===== config.mk =====
export PLATFORM = sky130hd
export DESIGN_NAME = relobi_mux
export DESIGN_NICKNAME = d
export VERILOG_FILES = /design/src/rtl/relobi_pkg.sv /design/src/rtl/relobi_tmr_fifo_idx.sv /design/src/rtl/relobi_mux.sv
export SDC_FILE = /design/constraint.sdc
export NUM_CORES = 1
export LEC_CHECK = 0
export ABC_AREA = 1
export CAP_MARGIN = 20
export CORE_AREA = 2 2 137 139
export CTS_CLUSTER_SIZE = 20
export DETAILED_ROUTE_END_ITERATION = 10
export DIE_AREA = 0 0 139 141
export DONT_BUFFER_PORTS = 1
export GPL_TIMING_DRIVEN = 0
export PLACE_DENSITY = 0.41
export SLEW_MARGIN = 15
export SYNTH_ARGS = -nofsm -noshare
export SYNTH_HDL_FRONTEND = slang
export SYNTH_HIERARCHICAL = 1
export SYNTH_SLANG_ARGS = --single-unit

===== constraint.sdc =====
create_clock -name clk_i -period 4.6 [get_ports clk_i]
set_input_delay 0.69 -clock clk_i [delete_from_list [all_inputs] [get_ports clk_i]]
set_output_delay 0.69 -clock clk_i [all_outputs]
set_load 0.02 [all_outputs]

===== src/rtl/relobi_pkg.sv =====
// relobi_pkg: shared types for the reliable-OBI N:1 multiplexer.
//   obi_cfg_t           : OBI feature switches (UseRReady, Integrity).
//   relobi_*_t          : request/response channel structs; the handshake
//                         signals req/gnt/rvalid/rready carry 3 TMR copies.
//   idx_width()         : index width for n entries (at least 1 bit).
package relobi_pkg;

  typedef struct packed {
    logic UseRReady;
    logic Integrity;
  } obi_cfg_t;

  localparam obi_cfg_t ObiDefaultConfig = '{UseRReady: 1'b1, Integrity: 1'b0};

  typedef struct packed {
    logic [31:0] addr;
    logic        we;
    logic [3:0]  be;
    logic [31:0] wdata;
  } relobi_a_chan_t;

  typedef struct packed {
    logic exokay;
  } relobi_r_optional_t;

  typedef struct packed {
    logic [31:0]        rdata;
    logic               err;
    relobi_r_optional_t r_optional;
  } relobi_r_chan_t;

  typedef struct packed {
    relobi_a_chan_t a;
    logic [2:0]     req;
    logic [2:0]     rready;
  } relobi_req_t;

  typedef struct packed {
    relobi_r_chan_t r;
    logic [2:0]     gnt;
    logic [2:0]     rvalid;
  } relobi_rsp_t;

  function automatic int idx_width(input int n);
    return (n > 1) ? $clog2(n) : 1;
  endfunction

endpackage


===== src/rtl/relobi_tmr_fifo_idx.sv =====
// relobi_tmr_fifo_idx: triplicated FIFO of source-port indices.
//   Each copy computes its own next pointers/count/storage; the concatenated
//   next state is majority-voted and the voted value is written to all three
//   copies, so a single upset copy is scrubbed on the next edge.
// Ports:
//   clk, rst    clock, async active-high reset (FIFO emptied)
//   push, data  per-copy push strobe and index
//   pop         per-copy pop strobe
//   head        per-copy head entry
//   full, empty per-copy status from the registered count
//   fault       any disagreement between the copies' next state
module relobi_tmr_fifo_idx
  import relobi_pkg::*;
#(
  parameter int Depth = 2,
  parameter int DataW = 1
) (
  input  logic                   clk,
  input  logic                   rst,
  input  logic [2:0]             push,
  input  logic [2:0][DataW-1:0]  data,
  input  logic [2:0]             pop,
  output logic [2:0][DataW-1:0]  head,
  output logic [2:0]             full,
  output logic [2:0]             empty,
  output logic                   fault
);

  localparam int PtrW = idx_width(Depth);
  localparam int CntW = PtrW + 1;
  localparam int StW  = Depth*DataW + 2*PtrW + CntW;

  typedef logic [PtrW-1:0]               ptr_t;
  typedef logic [CntW-1:0]               cnt_t;
  typedef logic [Depth-1:0][DataW-1:0]   mem_t;

  mem_t [2:0] mem_q, mem_d;
  ptr_t [2:0] wptr_q, wptr_d, rptr_q, rptr_d;
  cnt_t [2:0] cnt_q, cnt_d;
  logic [2:0] push_ok, pop_ok;

  logic [2:0][StW-1:0] st_d;
  logic [StW-1:0]      st_v;
  mem_t                mem_v;
  ptr_t                wptr_v, rptr_v;
  cnt_t                cnt_v;

  function automatic ptr_t ptr_inc(input ptr_t p);
    return (p == ptr_t'(Depth-1)) ? '0 : p + 1'b1;
  endfunction

  always_comb begin
    for (int k = 0; k < 3; k++) begin
      full[k]    = (cnt_q[k] == cnt_t'(Depth));
      empty[k]   = (cnt_q[k] == '0);
      head[k]    = mem_q[k][rptr_q[k]];
      push_ok[k] = push[k] & ~full[k];
      pop_ok[k]  = pop[k] & ~empty[k];

      mem_d[k] = mem_q[k];
      if (push_ok[k]) mem_d[k][wptr_q[k]] = data[k];
      wptr_d[k] = push_ok[k] ? ptr_inc(wptr_q[k]) : wptr_q[k];
      rptr_d[k] = pop_ok[k]  ? ptr_inc(rptr_q[k]) : rptr_q[k];

      cnt_d[k] = cnt_q[k];
      if (push_ok[k] & ~pop_ok[k])      cnt_d[k] = cnt_q[k] + 1'b1;
      else if (pop_ok[k] & ~push_ok[k]) cnt_d[k] = cnt_q[k] - 1'b1;

      st_d[k] = {mem_d[k], wptr_d[k], rptr_d[k], cnt_d[k]};
    end
  end

  assign st_v  = (st_d[0] & st_d[1]) | (st_d[0] & st_d[2]) | (st_d[1] & st_d[2]);
  assign {mem_v, wptr_v, rptr_v, cnt_v} = st_v;
  assign fault = |((st_d[0] ^ st_d[1]) | (st_d[0] ^ st_d[2]));

  always_ff @(posedge clk or posedge rst) begin
    if (rst) begin
      mem_q  <= '0;
      wptr_q <= '0;
      rptr_q <= '0;
      cnt_q  <= '0;
    end else begin
      mem_q  <= {3{mem_v}};
      wptr_q <= {3{wptr_v}};
      rptr_q <= {3{rptr_v}};
      cnt_q  <= {3{cnt_v}};
    end
  end

endmodule


===== src/rtl/relobi_mux.sv =====
// relobi_mux: reliable-OBI N:1 multiplexer with TMR handshakes and state.
//   Each TMR copy k arbitrates round-robin on req[k] of all ports, forwards
//   the winner's req[k] (blocked when its FIFO copy is full) and returns gnt[k]
//   to the winner only. The address channel follows the voted winner. Source
//   indices are queued in a TMR FIFO to route in-order responses back.
// Ports:
//   clk_i, rst_i     clock, async active-high reset
//   sbr_ports_req_i  subordinate-side requests  (req/rready: 3 copies)
//   sbr_ports_rsp_o  subordinate-side responses (gnt/rvalid: 3 copies)
//   mgr_port_req_o   merged request to the manager side
//   mgr_port_rsp_i   merged response from the manager side
//   fault_o          [0] copy disagreement, [1] rvalid with no outstanding txn
module relobi_mux
  import relobi_pkg::*;
#(
  parameter obi_cfg_t ObiCfg       = ObiDefaultConfig,
  parameter type      obi_req_t    = relobi_req_t,
  parameter type      obi_rsp_t    = relobi_rsp_t,
  parameter type      obi_r_chan_t = relobi_r_chan_t,
  parameter int       NumSbrPorts  = 2,
  parameter int       NumMaxTrans  = 2
) (
  input  logic     clk_i,
  input  logic     rst_i,
  input  obi_req_t sbr_ports_req_i [NumSbrPorts],
  output obi_rsp_t sbr_ports_rsp_o [NumSbrPorts],
  output obi_req_t mgr_port_req_o,
  input  obi_rsp_t mgr_port_rsp_i,
  output logic [1:0] fault_o
);

  localparam int SelW = idx_width(NumSbrPorts);
  localparam int StW  = 2*SelW + 1;
  typedef logic [SelW-1:0] relobi_mux_sel_t;

  if (ObiCfg.Integrity) begin : g_no_integrity
    $fatal(1, "relobi_mux: Integrity is not supported");
  end
  if (NumSbrPorts < 2) begin : g_bad_ports
    $fatal(1, "relobi_mux: NumSbrPorts must be at least 2");
  end
  if (NumMaxTrans < 1) begin : g_bad_trans
    $fatal(1, "relobi_mux: NumMaxTrans must be at least 1");
  end

  relobi_mux_sel_t [2:0] rr_q, rr_d, lock_idx_q, lock_idx_d, win, head;
  logic [2:0]            lock_q, lock_d, mgr_req, hs, pop, full, empty, rready;
  relobi_mux_sel_t       win_voted, rr_v, lock_idx_v;
  logic                  lock_v, win_mis, st_mis, fifo_fault;
  logic [2:0][StW-1:0]   st_d;
  logic [StW-1:0]        st_v;
  obi_r_chan_t           r_fan;

  // Scan downward so the nearest requester after rr_q is the last to assign.
  always_comb begin
    relobi_mux_sel_t cand;
    for (int k = 0; k < 3; k++) begin
      win[k] = rr_q[k];
      for (int i = NumSbrPorts; i >= 1; i--) begin
        cand = relobi_mux_sel_t'((int'(rr_q[k]) + i) % NumSbrPorts);
        if (sbr_ports_req_i[cand].req[k]) win[k] = cand;
      end
      if (lock_q[k]) win[k] = lock_idx_q[k];
    end
  end

  assign win_voted = (win[0] & win[1]) | (win[0] & win[2]) | (win[1] & win[2]);
  assign win_mis   = |((win[0] ^ win[1]) | (win[0] ^ win[2]));

  always_comb begin
    for (int k = 0; k < 3; k++) begin
      mgr_req[k] = sbr_ports_req_i[win[k]].req[k] & ~full[k];
      hs[k]      = mgr_req[k] & mgr_port_rsp_i.gnt[k];
      rready[k]  = ObiCfg.UseRReady ? sbr_ports_req_i[head[k]].rready[k] : 1'b1;
      pop[k]     = mgr_port_rsp_i.rvalid[k] & rready[k] & ~empty[k];
    end
  end

  always_comb begin
    mgr_port_req_o        = '0;
    mgr_port_req_o.a      = sbr_ports_req_i[win_voted].a;
    mgr_port_req_o.req    = mgr_req;
    mgr_port_req_o.rready = rready;
  end

  assign r_fan = mgr_port_rsp_i.r;

  always_comb begin
    for (int p = 0; p < NumSbrPorts; p++) begin
      sbr_ports_rsp_o[p]   = '0;
      sbr_ports_rsp_o[p].r = r_fan;
      for (int k = 0; k < 3; k++) begin
        sbr_ports_rsp_o[p].gnt[k]    = hs[k] & (win[k] == relobi_mux_sel_t'(p));
        sbr_ports_rsp_o[p].rvalid[k] = mgr_port_rsp_i.rvalid[k] & ~empty[k] &
                                       (head[k] == relobi_mux_sel_t'(p));
      end
    end
  end

  // Lock holds the winner while a forwarded request waits for gnt.
  always_comb begin
    for (int k = 0; k < 3; k++) begin
      rr_d[k]       = rr_q[k];
      lock_d[k]     = lock_q[k];
      lock_idx_d[k] = lock_idx_q[k];
      if (hs[k]) begin
        rr_d[k]   = win[k];
        lock_d[k] = 1'b0;
      end else if (mgr_req[k]) begin
        lock_d[k]     = 1'b1;
        lock_idx_d[k] = win[k];
      end
      st_d[k] = {rr_d[k], lock_d[k], lock_idx_d[k]};
    end
  end

  assign st_v   = (st_d[0] & st_d[1]) | (st_d[0] & st_d[2]) | (st_d[1] & st_d[2]);
  assign {rr_v, lock_v, lock_idx_v} = st_v;
  assign st_mis = |((st_d[0] ^ st_d[1]) | (st_d[0] ^ st_d[2]));

  always_ff @(posedge clk_i or posedge rst_i) begin
    if (rst_i) begin
      rr_q       <= {3{relobi_mux_sel_t'(NumSbrPorts-1)}};
      lock_q     <= '0;
      lock_idx_q <= '0;
    end else begin
      rr_q       <= {3{rr_v}};
      lock_q     <= {3{lock_v}};
      lock_idx_q <= {3{lock_idx_v}};
    end
  end

  relobi_tmr_fifo_idx #(
    .Depth (NumMaxTrans),
    .DataW (SelW)
  ) i_fifo (
    .clk   (clk_i),
    .rst   (rst_i),
    .push  (hs),
    .data  (win),
    .pop   (pop),
    .head  (head),
    .full  (full),
    .empty (empty),
    .fault (fifo_fault)
  );

  assign fault_o = {|(mgr_port_rsp_i.rvalid & empty), win_mis | st_mis | fifo_fault};

endmodule


==> impl_metrics.ini <==
[outcome]
status = finished, final reports clean

[synth]
synth_cells = 565
yosysMostFrequentCell = nand2_1
async_flop_share_pct = 100
yosysWarnings = 6
ys_types = 28
yosys-top-cells-area = buf_4 17%, nand2_1 16%, inv_1 13%
ys_ff_latch = 9
ys_top_cells_by_count = 139 x nand2_1, 117 x inv_1, 76 x buf_4, 40 x o21ai_2, 37 x nor2_1
synthFlopType = dfrtp_1
syn-cell-area_um2 = 3300
seq_area_frac_synth_pct = 6.85
synth.top_cell.area_share_pct = 17.3
synth_edf_count = 0
syn_avg_cell_area_um2 = 5.85
synth_top_area_cell = buf_4
syn-num-nets = 779

[route]
ant_nets = 0
vias_per_cell = 4.04
vias = 3249
routed_wl_mm = 13.1
dr.pass1.iters = 4
drt-initial-drc-count = 118
drc = 0
wl_per_cell_um = 16.3

[sta]
worstMarginPinSlew_ns = 0.889
setup_tns_ns = 0
fmax_ghz = 0.237
setup_slack_ns = 0.376
rsz0062_at_grt = no
hold_violations = 0
finalCritPeriodShare_pct = 91.8
finalCriticalPeriod_ns = 4.22
relSlewSlack_pct = 40.1
setup_viol = 0
slew_violations = 0
clock_skew_ns = 0.00731

[run]
drv_cap = 0

[clocking]
clk_pin_slew_ns = 0.05
cts_buffer_depth = 2
cts_root_buf = clkbuf_16
cts_tree = yes
clk_latency_ns = 0.24
cts.hold.buffers_added = 0
cts-buffers-inserted = 3
clkSinkCount = 9
h-tree-depth = 1

[power]
power_density_nw_per_um2 = 705
leakagePower_uw = 0.00215
ir_worst_vdd_mv = 0.271

[floorplanning]
dieArea_um2 = 19600
die_y_um = 141
core_area_um2 = 18300
die_x_um = 139
row_count = 50
start_util_pct = 18.1
io_pins = 349

[cells_and_area]
fin_nets = 784
multi_input_area_um2 = 1910
areaGrowthSynthToFinish_pct = 11.5
fillers = 2193
drive_gt1_share_pct = 29.5
ff_latch_area_um2 = 226

[global_routing]
grt.total_usage_pct = 12.0
grt_pass1_vias = 3079
grt.overflow.total = 0
grt_first_pass_wirelength_mm = 18.1
grt_start_max_net_pins = 11
antenna_found_initial = 1

[critical_path]
critical_path_class = register to output pin
critPathRequiredTime_ns = 3.91
crit_fanout = 6
end_kind = output pin
cp.arrival_ns = 3.53
cp-start-kind = register

[placement]
hpwl_mm = 11.8
io_buffers = 0
dp_slack_ns = 0.409
finalWeightedCongestion = 0.784

[worst_hold_path]
hp-class = primary input to asynchronous set/reset pin
==> through the flow <==
step / std cells / util (%) / hold WS [ns] / area, um2 / total power [uW]
after floorplan: 565 / - / 0.443 / 3300 / 2030
after global placement: 799 / 19.7 / 0.463 / 3600 / 2470
after detailed placement: 799 / 19.7 / 0.465 / 3600 / 2470
after CTS: 803 / 20.1 / 0.214 / 3680 / 2640
after global routing: 803 / 20.2 / 0.214 / 3680 / 2860
final: 804 / 20.2 / 0.209 / 3680 / 2600
==> cells in the final DEF (no fill, tap or decap), drive strengths merged <==
cell	Yosys	routed
diode	0	1
dfstp	1	1
dfrtp	8	8
nor4	4	4
a21oi	6	6
nand3	21	21
o211ai	1	1
ha	22	22
inv	121	121
xor2	4	4
buf	88	88
nor3	1	1
nand4	4	4
clkinv	0	1
or2	4	4
clkbuf	1	4
o21ai	82	82
nor2	39	39
nand2	158	158
==> power by group <==
| part | internal (uW) | total (uW) | leakage (uW) | switching (uW) |
|---|---|---|---|---|
| Clock | 116 | 163 | 0.0000409 | 47.7 |
| Sequential | 99.3 | 121 | 0.0000883 | 21.7 |
| Combinational | 655 | 2310 | 0.00203 | 1660 |
| Total | 869 | 2600 | 0.00215 | 1730 |
==> kinds of logic (layout without fill, tap and decap cells) <==
logic type	Yosys count	count (layout)	synth area share [%]
other	0	1	0
flip-flops	9	9	6.85
AO/OA/AOI/OAI	89	89	18.7
XOR/XNOR	4	4	1.06
AND/OR/NAND/NOR	231	231	29.7
buffers and inverters	210	214	35.4
adder cells (fa/ha/maj)	22	22	8.33
==> layer usage <==
| layer | vias up | GRT usage [%] | wire (um) |
|---|---|---|---|
| li1 | 1650 | - | - |
| met1 | 1451 | 15.3 | 5460 |
| met2 | 140 | 21.6 | 6670 |
| met3 | 8 | 1.97 | 778 |
| met4 | 0 | 2.13 | 161 |
| met5 | - | 0 | 0 |
==> critical path, stage by stage, from the launching register on <==
cell and delay [ns]:
dfrtp_1 0.40, inv_1 0.12, ha_1 0.33, buf_4 0.18
inv_1 0.06, nand4_1 0.23, inv_1 0.16, inv_1 0.06
nor2_2 0.19, nand2_2 0.10, nand2_2 0.07, nor2_1 0.04
nor2_1 0.13, ha_1 0.25, nor4_1 0.37, nand3_1 0.17
nor3_1 0.19, nand3_1 0.24
==> layout make-up <==
class                      instances  share of cell area (%)
sequential                         9                    6.15
clock inverter                     1                   0.136
multi-input combinational        346                    52.0
inverter                         121                    12.3
antenna                            1                  0.0679
tap                              234                    7.95
clock buffer                       3                    2.04
buffer                            89                    19.4
==> what timing repair did <==
item / CTS / global route
endpoints found under the hold margin: 0 / 0
gates resized for setup: 0 / 3
setup buffers: 0 / 0
setup endpoints to repair: 0 / 1
==> sequential cells by signal, indices dropped and copies added (netlist names) <==
signal,cells
i_fifo/rptr_q,1
i_fifo/cnt_q,2
lock_idx_q,1
lock_q,1
i_fifo/mem_q,2
i_fifo/wptr_q,1
rr_q,1
==> worst paths after layout <==
check | endpoint | slack [ns] | from | cells after the start
min in group clk_i | lock_q[0] | 0.66 | lock_q[0] | 4
hold reg to reg | lock_q[0] | 0.66 | lock_q[0] | 4
setup reg to reg | i_fifo/mem_q[4] | 2.12 | i_fifo/cnt_q[4] | 14
setup / recovery | fault_o[0] | 0.38 | i_fifo/cnt_q[4] | 17
max in group asynchronous | i_fifo/rptr_q[2] | 4.10 | rst_i | 1
hold / removal | lock_q[0] | 0.21 | rst_i | 1
No activity file was read; power rests on OpenSTA's default activity.
